===== src/rtl/key_pkg.sv =====
// Shared types and default parameters for the key event arbiter.
package key_pkg;

  typedef enum logic {
    ST_IDLE,
    ST_OFFER
  } arb_state_e;

  localparam int unsigned DEF_NUM_KEYS        = 4;
  localparam int unsigned DEF_DEBOUNCE_CYCLES = 16;

endpackage


===== src/rtl/key_debounce.sv =====
// Per-key synchroniser and debouncer; emits a one-cycle press strobe in the
// cycle before the stable level falls, so pending can be set on that same edge.
module key_debounce
  import key_pkg::*;
#(
  parameter int unsigned DEBOUNCE_CYCLES = DEF_DEBOUNCE_CYCLES
) (
  input  logic clk,
  input  logic rst_n,
  input  logic i_key_n,
  output logic o_press
);

  localparam int unsigned       CNT_W   = $clog2(DEBOUNCE_CYCLES);
  localparam logic [CNT_W-1:0]  CNT_MAX = CNT_W'(DEBOUNCE_CYCLES - 1);

  logic             r_sync1;
  logic             r_sync2;
  logic             r_stable;
  logic [CNT_W-1:0] r_cnt;
  logic             w_diff;
  logic             w_flip;

  assign w_diff  = (r_sync2 != r_stable);
  assign w_flip  = w_diff && (r_cnt == CNT_MAX);
  assign o_press = w_flip && r_stable;

  always_ff @(posedge clk or negedge rst_n) begin
    if (!rst_n) begin
      r_sync1  <= 1'b1;
      r_sync2  <= 1'b1;
      r_stable <= 1'b1;
      r_cnt    <= '0;
    end else begin
      r_sync1 <= i_key_n;
      r_sync2 <= r_sync1;
      if (!w_diff) begin
        r_cnt <= '0;
      end else if (w_flip) begin
        r_stable <= r_sync2;
        r_cnt    <= '0;
      end else begin
        r_cnt <= r_cnt + CNT_W'(1);
      end
    end
  end

endmodule


===== src/rtl/key_event_arbiter.sv =====
// Debounced multi-key press detector with sticky pending requests, per-key
// overrun flags and a round-robin valid/ready event stream.
module key_event_arbiter
  import key_pkg::*;
#(
  parameter  int unsigned NUM_KEYS        = DEF_NUM_KEYS,
  parameter  int unsigned DEBOUNCE_CYCLES = DEF_DEBOUNCE_CYCLES,
  localparam int unsigned IDX_W           = $clog2(NUM_KEYS)
) (
  input  logic                clk,
  input  logic                rst_n,
  input  logic [NUM_KEYS-1:0] key_n,
  output logic                evt_valid,
  output logic [IDX_W-1:0]    evt_idx,
  input  logic                evt_ready,
  output logic [NUM_KEYS-1:0] overrun,
  input  logic                clr_overrun
);

  arb_state_e          r_state;
  arb_state_e          w_state_nxt;
  logic [IDX_W-1:0]    r_idx;
  logic [IDX_W-1:0]    w_idx_nxt;
  logic [IDX_W-1:0]    r_last;
  logic [IDX_W-1:0]    w_last_nxt;
  logic [IDX_W-1:0]    w_pick;
  logic [IDX_W:0]      w_sum;
  logic                w_any;
  logic                w_hs;
  logic [NUM_KEYS-1:0] w_hs_vec;
  logic [NUM_KEYS-1:0] w_press;
  logic [NUM_KEYS-1:0] w_ovr_set;
  logic [NUM_KEYS-1:0] r_pending;
  logic [NUM_KEYS-1:0] r_overrun;

  for (genvar k = 0; k < NUM_KEYS; k++) begin : g_key
    key_debounce #(
      .DEBOUNCE_CYCLES(DEBOUNCE_CYCLES)
    ) u_debounce (
      .clk    (clk),
      .rst_n  (rst_n),
      .i_key_n(key_n[k]),
      .o_press(w_press[k])
    );
  end

  // A press landing on the key being handshaked re-arms it instead of overrunning.
  assign w_hs_vec  = NUM_KEYS'(w_hs) << r_idx;
  assign w_ovr_set = w_press & r_pending & ~w_hs_vec;
  assign overrun   = r_overrun;
  assign evt_idx   = r_idx;

  always_ff @(posedge clk or negedge rst_n) begin
    if (!rst_n) begin
      r_pending <= '0;
      r_overrun <= '0;
    end else begin
      r_pending <= (r_pending & ~w_hs_vec) | w_press;
      r_overrun <= (clr_overrun ? '0 : r_overrun) | w_ovr_set;
    end
  end

  // Round-robin scan starting just after the last granted key, modulo NUM_KEYS.
  always_comb begin
    w_any  = 1'b0;
    w_pick = '0;
    w_sum  = '0;
    for (int unsigned i = 1; i <= NUM_KEYS; i++) begin
      w_sum = {1'b0, r_last} + (IDX_W+1)'(i);
      if (w_sum >= (IDX_W+1)'(NUM_KEYS)) begin
        w_sum = w_sum - (IDX_W+1)'(NUM_KEYS);
      end
      if (!w_any && r_pending[w_sum[IDX_W-1:0]]) begin
        w_any  = 1'b1;
        w_pick = w_sum[IDX_W-1:0];
      end
    end
  end

  always_ff @(posedge clk or negedge rst_n) begin
    if (!rst_n) begin
      r_state <= ST_IDLE;
      r_idx   <= '0;
      r_last  <= IDX_W'(NUM_KEYS - 1);
    end else begin
      r_state <= w_state_nxt;
      r_idx   <= w_idx_nxt;
      r_last  <= w_last_nxt;
    end
  end

  always_comb begin
    w_state_nxt = r_state;
    w_idx_nxt   = r_idx;
    w_last_nxt  = r_last;
    w_hs        = 1'b0;
    evt_valid   = 1'b0;
    case (r_state)
      ST_IDLE: begin
        if (w_any) begin
          w_idx_nxt   = w_pick;
          w_state_nxt = ST_OFFER;
        end
      end
      ST_OFFER: begin
        evt_valid = 1'b1;
        if (evt_ready) begin
          w_hs        = 1'b1;
          w_last_nxt  = r_idx;
          w_state_nxt = ST_IDLE;
        end
      end
      default: w_state_nxt = ST_IDLE;
    endcase
  end

endmodule

===== config.mk =====
export PLATFORM = sky130hd
export DESIGN_NAME = key_event_arbiter
export DESIGN_NICKNAME = d
export VERILOG_FILES = /design/src/rtl/key_pkg.sv /design/src/rtl/key_debounce.sv /design/src/rtl/key_event_arbiter.sv
export SDC_FILE = /design/constraint.sdc
export NUM_CORES = 1
export LEC_CHECK = 0
export ABC_AREA = 1
export CORE_UTILIZATION = 40
export DETAILED_ROUTE_END_ITERATION = 6
export GPL_TIMING_DRIVEN = 0
export PLACE_DENSITY = 0.71
export SLEW_MARGIN = 20
export SYNTH_ARGS = -nofsm -noshare
export SYNTH_HDL_FRONTEND = slang
export SYNTH_SLANG_ARGS = --single-unit

===== constraint.sdc =====
create_clock -name clk -period 2.1 [get_ports clk]
set_input_delay 0.21 -clock clk [delete_from_list [all_inputs] [get_ports clk]]
set_output_delay 0.21 -clock clk [all_outputs]
set_load 0.02 [all_outputs]

Word-level counts from Yosys, hierarchy flattened. Index checks and enable logic that the tools add are counted.

Equal/unequal tests: 8. Multiplexer cells: 35. Bitwise logic cells: 7. Reductions and logical operators: 20. Order comparisons: 8. Add/subtract/negate cells: 12. Shift operators: 1.

Operators with widths (number): $mux W4 (9); $add A4 B1 Y4 const B (4); $eq A4 B4 Y1 const B (4); $mux W2 (8); $mux W1 (13); $and A4 B4 Y4 (3); $ge A3 B3 Y1 const B (4); $lt A2 B3 Y1 const B (4); $reduce_and A2 Y1 (6); $logic_and A1 B1 Y1 (11); $bmux W1 S2 (4); $or A4 B4 Y4 (2); $sub A2 B1 Y2 const B (4); $add A2 B2 Y3 const B (2); $ne A1 B1 Y1 (4); $not A4 Y4 (1); $shl A1 B2 Y4 (1); $add A2 B1 Y3 const B (1); $add A2 B3 Y3 const B (1); $logic_not A1 Y1 (3); $pmux W1 S2 (1); $not A1 Y1 (1).

Output and inout bits: 7. Input port bits: 8. Register bits after elaboration: 41. Word-level logic and storage cells: 112.

Logic depth before layout (Yosys ltp).
Depth after elaboration: 17. Mapped depth: 12. Mapped depth without buffers: 11.

Modules after synthesis. A second synthesis with hierarchy kept.

Cell total of the unflattened synthesis: 235. Area total of the unflattened synthesis: 2009.4 um^2.

Modules (own cells, without submodules): key_debounce (area each 292.8 um^2, instances 4, cells an instance 30); key_event_arbiter (area each 838.3 um^2, instances 1, cells an instance 115).

Worst setup path after synthesis. OpenSTA, ideal clock, no wires.

Path type: reg2reg. Start point: register r_last[0]. End point: register r_idx[1], in the netlist evt_idx[1]. Required time: 1.983 ns. Arrival: 1.318 ns. Path slack: 0.666 ns. Stages on the path, launching flop included: 13. Buffers on the path: 1. Cell sequence: dfstp_2 -> buf_4 -> inv_4 -> nand2_1 -> nand2_1 -> nand2_2 -> nand2_2 -> nor2_4 -> nand3_2 -> nand2_2 -> inv_2 -> nand2_1 -> nand2_1.

Cells in the longest elaborated chain, start to end: 16. Elaborated cells between the ends (all ways): 39.

Ends and longest elaborated chain: start, declared (RTL line key_event_arbiter.sv:24) `logic [IDX_W-1:0] r_last;`; start signal, assigned (RTL line key_event_arbiter.sv:84) `r_last <= IDX_W'(NUM_KEYS - 1);`; start signal, assigned (RTL line key_event_arbiter.sv:88) `r_last <= w_last_nxt;`; $add A2 B1 Y3 (RTL line key_event_arbiter.sv:69) `w_sum = {1'b0, r_last} + (IDX_W+1)'(i);`; $ge A3 B3 Y1 / $sub A2 B1 Y2 (equally long branches) (RTL line key_event_arbiter.sv:70, key_event_arbiter.sv:71); $mux W2 (RTL line key_event_arbiter.sv:70) `if (w_sum >= (IDX_W+1)'(NUM_KEYS)) begin`; $bmux W1 S2 (RTL line key_event_arbiter.sv:73) `if (!w_any && r_pending[w_sum[IDX_W-1:0]]) begin`; $mux W1 (not written as such) (RTL line key_event_arbiter.sv:73); $mux W1 (RTL line key_event_arbiter.sv:73); $logic_not A1 Y1 (RTL line key_event_arbiter.sv:73); $logic_and A1 B1 Y1 (RTL line key_event_arbiter.sv:73); $mux W1 (RTL line key_event_arbiter.sv:73); $logic_not A1 Y1 (RTL line key_event_arbiter.sv:73); $logic_and A1 B1 Y1 (RTL line key_event_arbiter.sv:73); $mux W1 (RTL line key_event_arbiter.sv:73); $logic_not A1 Y1 (RTL line key_event_arbiter.sv:73); $logic_and A1 B1 Y1 (RTL line key_event_arbiter.sv:73); $mux W1 (RTL line key_event_arbiter.sv:73); $reduce_and A2 Y1 (no source line); end signal, assigned (RTL line key_event_arbiter.sv:87) `r_idx <= w_idx_nxt;`; end, declared (RTL line key_event_arbiter.sv:22) `logic [IDX_W-1:0] r_idx;`.

Several ways; a longest one is shown, not always the timed one. The select of a mux whose other input is x is not followed. A chain may end at the register's enable or synchronous reset.

Final worst setup path. Same ends and word-level chain as after synthesis.

==> results.py <==
metrics = {
    "run_status": {
        "outcome": "finished clean",
    },
    "synth": {
        "synth_xor_xnor_area_share_pct": 5.841,
        "yosys_warnings": 0,
        "synth.area.mux_share_pct": 0,
        "synth_enable_flop_cells": 0,
        "yosysMostFrequentCell": "sky130_fd_sc_hd__nand2_1",
        "synth.largest_area_cell": "sky130_fd_sc_hd__dfrtp_1",
        "synth_top_cells_by_area": "sky130_fd_sc_hd__dfrtp_1, sky130_fd_sc_hd__dfstp_2, sky130_fd_sc_hd__nand2_1",
        "synth-compound-area-share_pct": 4.729,
        "synth_seq_cells": 41,
        "synth_adder_area_share_pct": 2.782,
        "synth_area_per_cell_sq_um": 9.520,
        "synth_area_sq_mm": 0.001799,
        "synth_top_family_by_area": "simple AND/OR/NAND/NOR gates",
        "synth-async-reset-ratio_pct": 100.0,
        "yosys.area.top_type_share_pct": 37.55,
        "mappedNetlistNets": 201,
        "synth.top_cells.by_count": "sky130_fd_sc_hd__nand2_1, sky130_fd_sc_hd__dfrtp_1, sky130_fd_sc_hd__nand3_1, sky130_fd_sc_hd__dfstp_2, sky130_fd_sc_hd__inv_1",
        "netlist_instances": 189,
        "seq_area_frac_synth_pct": 58.00,
        "synth_simple_gate_area_share_pct": 24.55,
        "synthDistinctLibCells": 21,
        "synthFlopType": "sky130_fd_sc_hd__dfrtp_1",
    },
    "placement": {
        "dp_slack_ns": 0.5516,
        "place_congestion": 0.8035,
        "port-buffer-count": 14,
        "detailed_placement_wirelength_estimate_um": 2187,
    },
    "worst_setup_path": {
        "timing.critical_path.fanout_max": 9,
        "critical-path-top-delay-family": "simple AND/OR/NAND/NOR gates",
        "criticalPathCategory": "reg -> reg",
        "critical_path.endpoint_type": "register",
        "critical_path_buf_inv_count": 3,
        "worst_path_max_delay_cell": "sky130_fd_sc_hd__dfstp_2",
        "crit_required_ns": 2.29,
        "path_common_cell": "sky130_fd_sc_hd__nand2_1",
        "cp_cell_sequence": "buf_4 > inv_4 > nand2_1 > nand2_1 > nand2_2 > nand2_2 > nor2_4 > nand3_2 > nand2_2 > inv_2 > nand2_1 > nand2_1",
        "crit_path_start_kind": "register",
        "crit_path_max_incr_delay_ns": 0.52,
        "worst_ep_arrival_time_ns": 1.76,
    },
    "pwr": {
        "totalPowerFinal_mw": 2.537,
        "total_switching_power_mw": 0.8480,
        "power_density_mw_per_mm2": 1169,
        "sw_frac_of_total_pct": 33.43,
        "pwr-share-clk_pct": 29.0,
        "leakage_nw": 1.048,
        "peakVddDrop_mv": 0.6493,
        "p_int_mw": 1.689,
        "power_frac_comb_pct": 31.7,
        "pwr-share-seq_pct": 39.3,
    },
    "layout": {
        "sequential_cell_area_sq_mm": 0.001044,
        "nets": 224,
        "final_core_utilization_pct": 50.20,
        "diodes": 0,
        "area.growth.synth_to_final_pct": 20.65,
        "proportion_of_layout_cells_with_a_drive_suffix_above_1_pct": 16.90,
        "multi_input_area_sq_um": 681.9,
        "fillers": 406,
    },
    "cts": {
        "clk_latency_ns": 0.29,
        "cts-root-to-sink-buffers": 2,
        "clock-sinks": 41,
        "cts.root.buffer_cell": "sky130_fd_sc_hd__clkbuf_8",
        "clk_pin_slew_worst_paths_ns": 0.08,
        "cts_made_buffers": 5,
        "tritoncts": "done",
        "cts_htree_levels": 2,
        "post_cts_buffers": 0,
    },
    "sta": {
        "maxSlewViolCount": 0,
        "fin_tns_setup_ns": 0,
        "final_critical_path_required_period_ns": 1.569,
        "final.period_utilization_pct": 74.71,
        "timing.max_slew.rel_slack_pct": 67.49,
        "worstMarginPinSlew_ns": 0.4876,
        "setup_repair_after_global_routing_missed_its_margin": "false",
        "clock_skew_ns": 0.009367,
        "final-hold-violation-count": 0,
        "timing.final.setup_violations": 0,
        "fin_ws_ns": 0.5311,
        "maxClockFrequency_mhz": 637.4,
    },
    "global_route": {
        "globalRouteTotalUtil_pct": 14.30,
        "grt_start_max_net_pins": 22,
        "number_of_antenna_violations_at_the_first_check_in_global_routing": 0,
        "grt_first_pass_wirelength_um": 5430,
        "grt_pass1_vias": 1311,
        "gr-total-overflow": 0,
    },
    "routing": {
        "route.final.wire_length_um": 2864,
        "routed-wl-met2_um": 1407,
        "maxUsedRoutingLayer": "met4",
        "ant_nets": 0,
        "wl_met1_um": 1288,
        "vias_per_cell": 4.732,
        "vias": 1254,
        "drt_iter0_markers": 47,
        "drt_drc_violations_left": 0,
        "wl_per_cell_um": 10.81,
        "wl_met3_um": 105,
        "drt-pass1-iter-count": 4,
    },
    "floorplanning": {
        "die_height_um": 69.07,
        "core_sq_mm": 0.004324,
        "initial_cell_density_of_the_core_pct": 41.61,
        "core.rowCount": 24,
        "die_width_um": 69.07,
        "fp.dieArea_sq_mm": 0.004770,
        "boundaryPins": 15,
    },
    "hold_path": {
        "timing.hold.worst.class": "in -> reg",
    },
    "run": {
        "max-cap-violations": 0,
    },
}
==> metal layers <==
layer / GRT usage (%) / vias to the layer above
met2: 24.60 / 17
met3: 3.655 / 5
met4: 7.029 / 0
met5: 0 / -
met1: 16.47 / 585
li1: - / 647
==> worst paths after layout <==
path / start / endpoint / slack, ns / cells after the start
worst max-delay path: r_last[0] / evt_idx[1] / 0.53 / 12
worst min-delay path: key_n[2] / g_key[2].u_debounce.r_sync1 / 0.31 / 1
worst max register to register: r_last[0] / evt_idx[1] / 0.53 / 12
worst min register to register: g_key[3].u_debounce.r_sync1 / g_key[3].u_debounce.r_sync2 / 0.36 / 0
max in group asynchronous: rst_n / g_key[1].u_debounce.r_sync2 / 1.15 / 3
min in group asynchronous: rst_n / g_key[0].u_debounce.r_cnt[2] / 0.40 / 2
==> cells by family (layout without fill, tap and decap cells) <==
| kind of cell | count (synthesis) | in the layout |
|---|---|---|
| and+or+nand+nor | 98 | 98 |
| DFF | 41 | 41 |
| buffers and inverters | 18 | 42 |
| AOI/OAI and AO/OA | 16 | 16 |
| xor gates and xnor gates | 12 | 12 |
| adders and majority gates | 4 | 4 |
==> what timing repair did <==
item / 4_1_cts / 5_1_grt
hold endpoints to repair: 10 / 0
resized for setup: 0 / 0
hold buffers: 1 / 0
==> state kept, by name (all words and copies together), names as in the netlist <==
name / count
g_key.u_debounce.r_cnt: 16
g_key.u_debounce.r_stable: 4
g_key.u_debounce.r_sync1: 4
g_key.u_debounce.r_sync2: 4
overrun: 4
r_pending: 4
evt_idx: 2
r_last: 2
r_state: 1
==> power groups by stage <==
stage / Clock [mW] / Sequential [mW] / Combinational, mW
finish: 0.735 / 0.998 / 0.805
floorplan: 0 / 1.03 / 0.575
detailed placement: 0 / 1.01 / 0.811
CTS: 0.757 / 0.998 / 0.817
global route: 0.783 / 1.02 / 0.939
global placement: 0 / 1.01 / 0.787
==> cell usage in the layout (no fill, tap or decap) <==
master / instances
sky130_fd_sc_hd__a21oi_1: 6
sky130_fd_sc_hd__and2_1: 4
sky130_fd_sc_hd__and3_1: 4
sky130_fd_sc_hd__buf_16: 1
sky130_fd_sc_hd__buf_2: 1
sky130_fd_sc_hd__buf_4: 1
sky130_fd_sc_hd__bufinv_16: 2
sky130_fd_sc_hd__clkbuf_8: 5
sky130_fd_sc_hd__clkdlybuf4s50_1: 13
sky130_fd_sc_hd__clkinv_2: 1
sky130_fd_sc_hd__dfrtp_1: 27
sky130_fd_sc_hd__dfstp_2: 14
sky130_fd_sc_hd__dlygate4sd3_1: 1
sky130_fd_sc_hd__ha_1: 4
sky130_fd_sc_hd__inv_1: 14
sky130_fd_sc_hd__inv_2: 2
sky130_fd_sc_hd__inv_4: 1
sky130_fd_sc_hd__nand2_1: 53
sky130_fd_sc_hd__nand2_2: 6
sky130_fd_sc_hd__nand3_1: 16
sky130_fd_sc_hd__nand3_2: 1
sky130_fd_sc_hd__nand4_1: 2
sky130_fd_sc_hd__nor2_1: 11
sky130_fd_sc_hd__nor2_4: 1
sky130_fd_sc_hd__o21ai_0: 6
sky130_fd_sc_hd__o22ai_1: 4
sky130_fd_sc_hd__xnor2_1: 4
sky130_fd_sc_hd__xor2_1: 8
==> layout make-up <==
type                            count  share of cell area, %
Sequential cell                    41                  48.07
Multi-Input combinational cell    130                  31.41
Timing Repair Buffer               16                  7.954
Clock buffer                        5                  3.170
Inverter                           17                  3.055
Clock inverter                      3                  2.997
Tap cell                           52                  2.997
Buffer                              1                 0.3458
==> per-stage QoR <==
stage / hold slack (ns) / instance area [sq um] / std cells
3_5_place_dp: 0.2053 / 2027 / 256
6_report: 0.3129 / 2171 / 265
2_1_floorplan: -0.08559 / 1799 / 189
3_3_place_gp: 0.3457 / 2004 / 255
5_1_grt: 0.3091 / 2171 / 265
4_1_cts: 0.2990 / 2171 / 265
(Power assumes the default switching activity.)
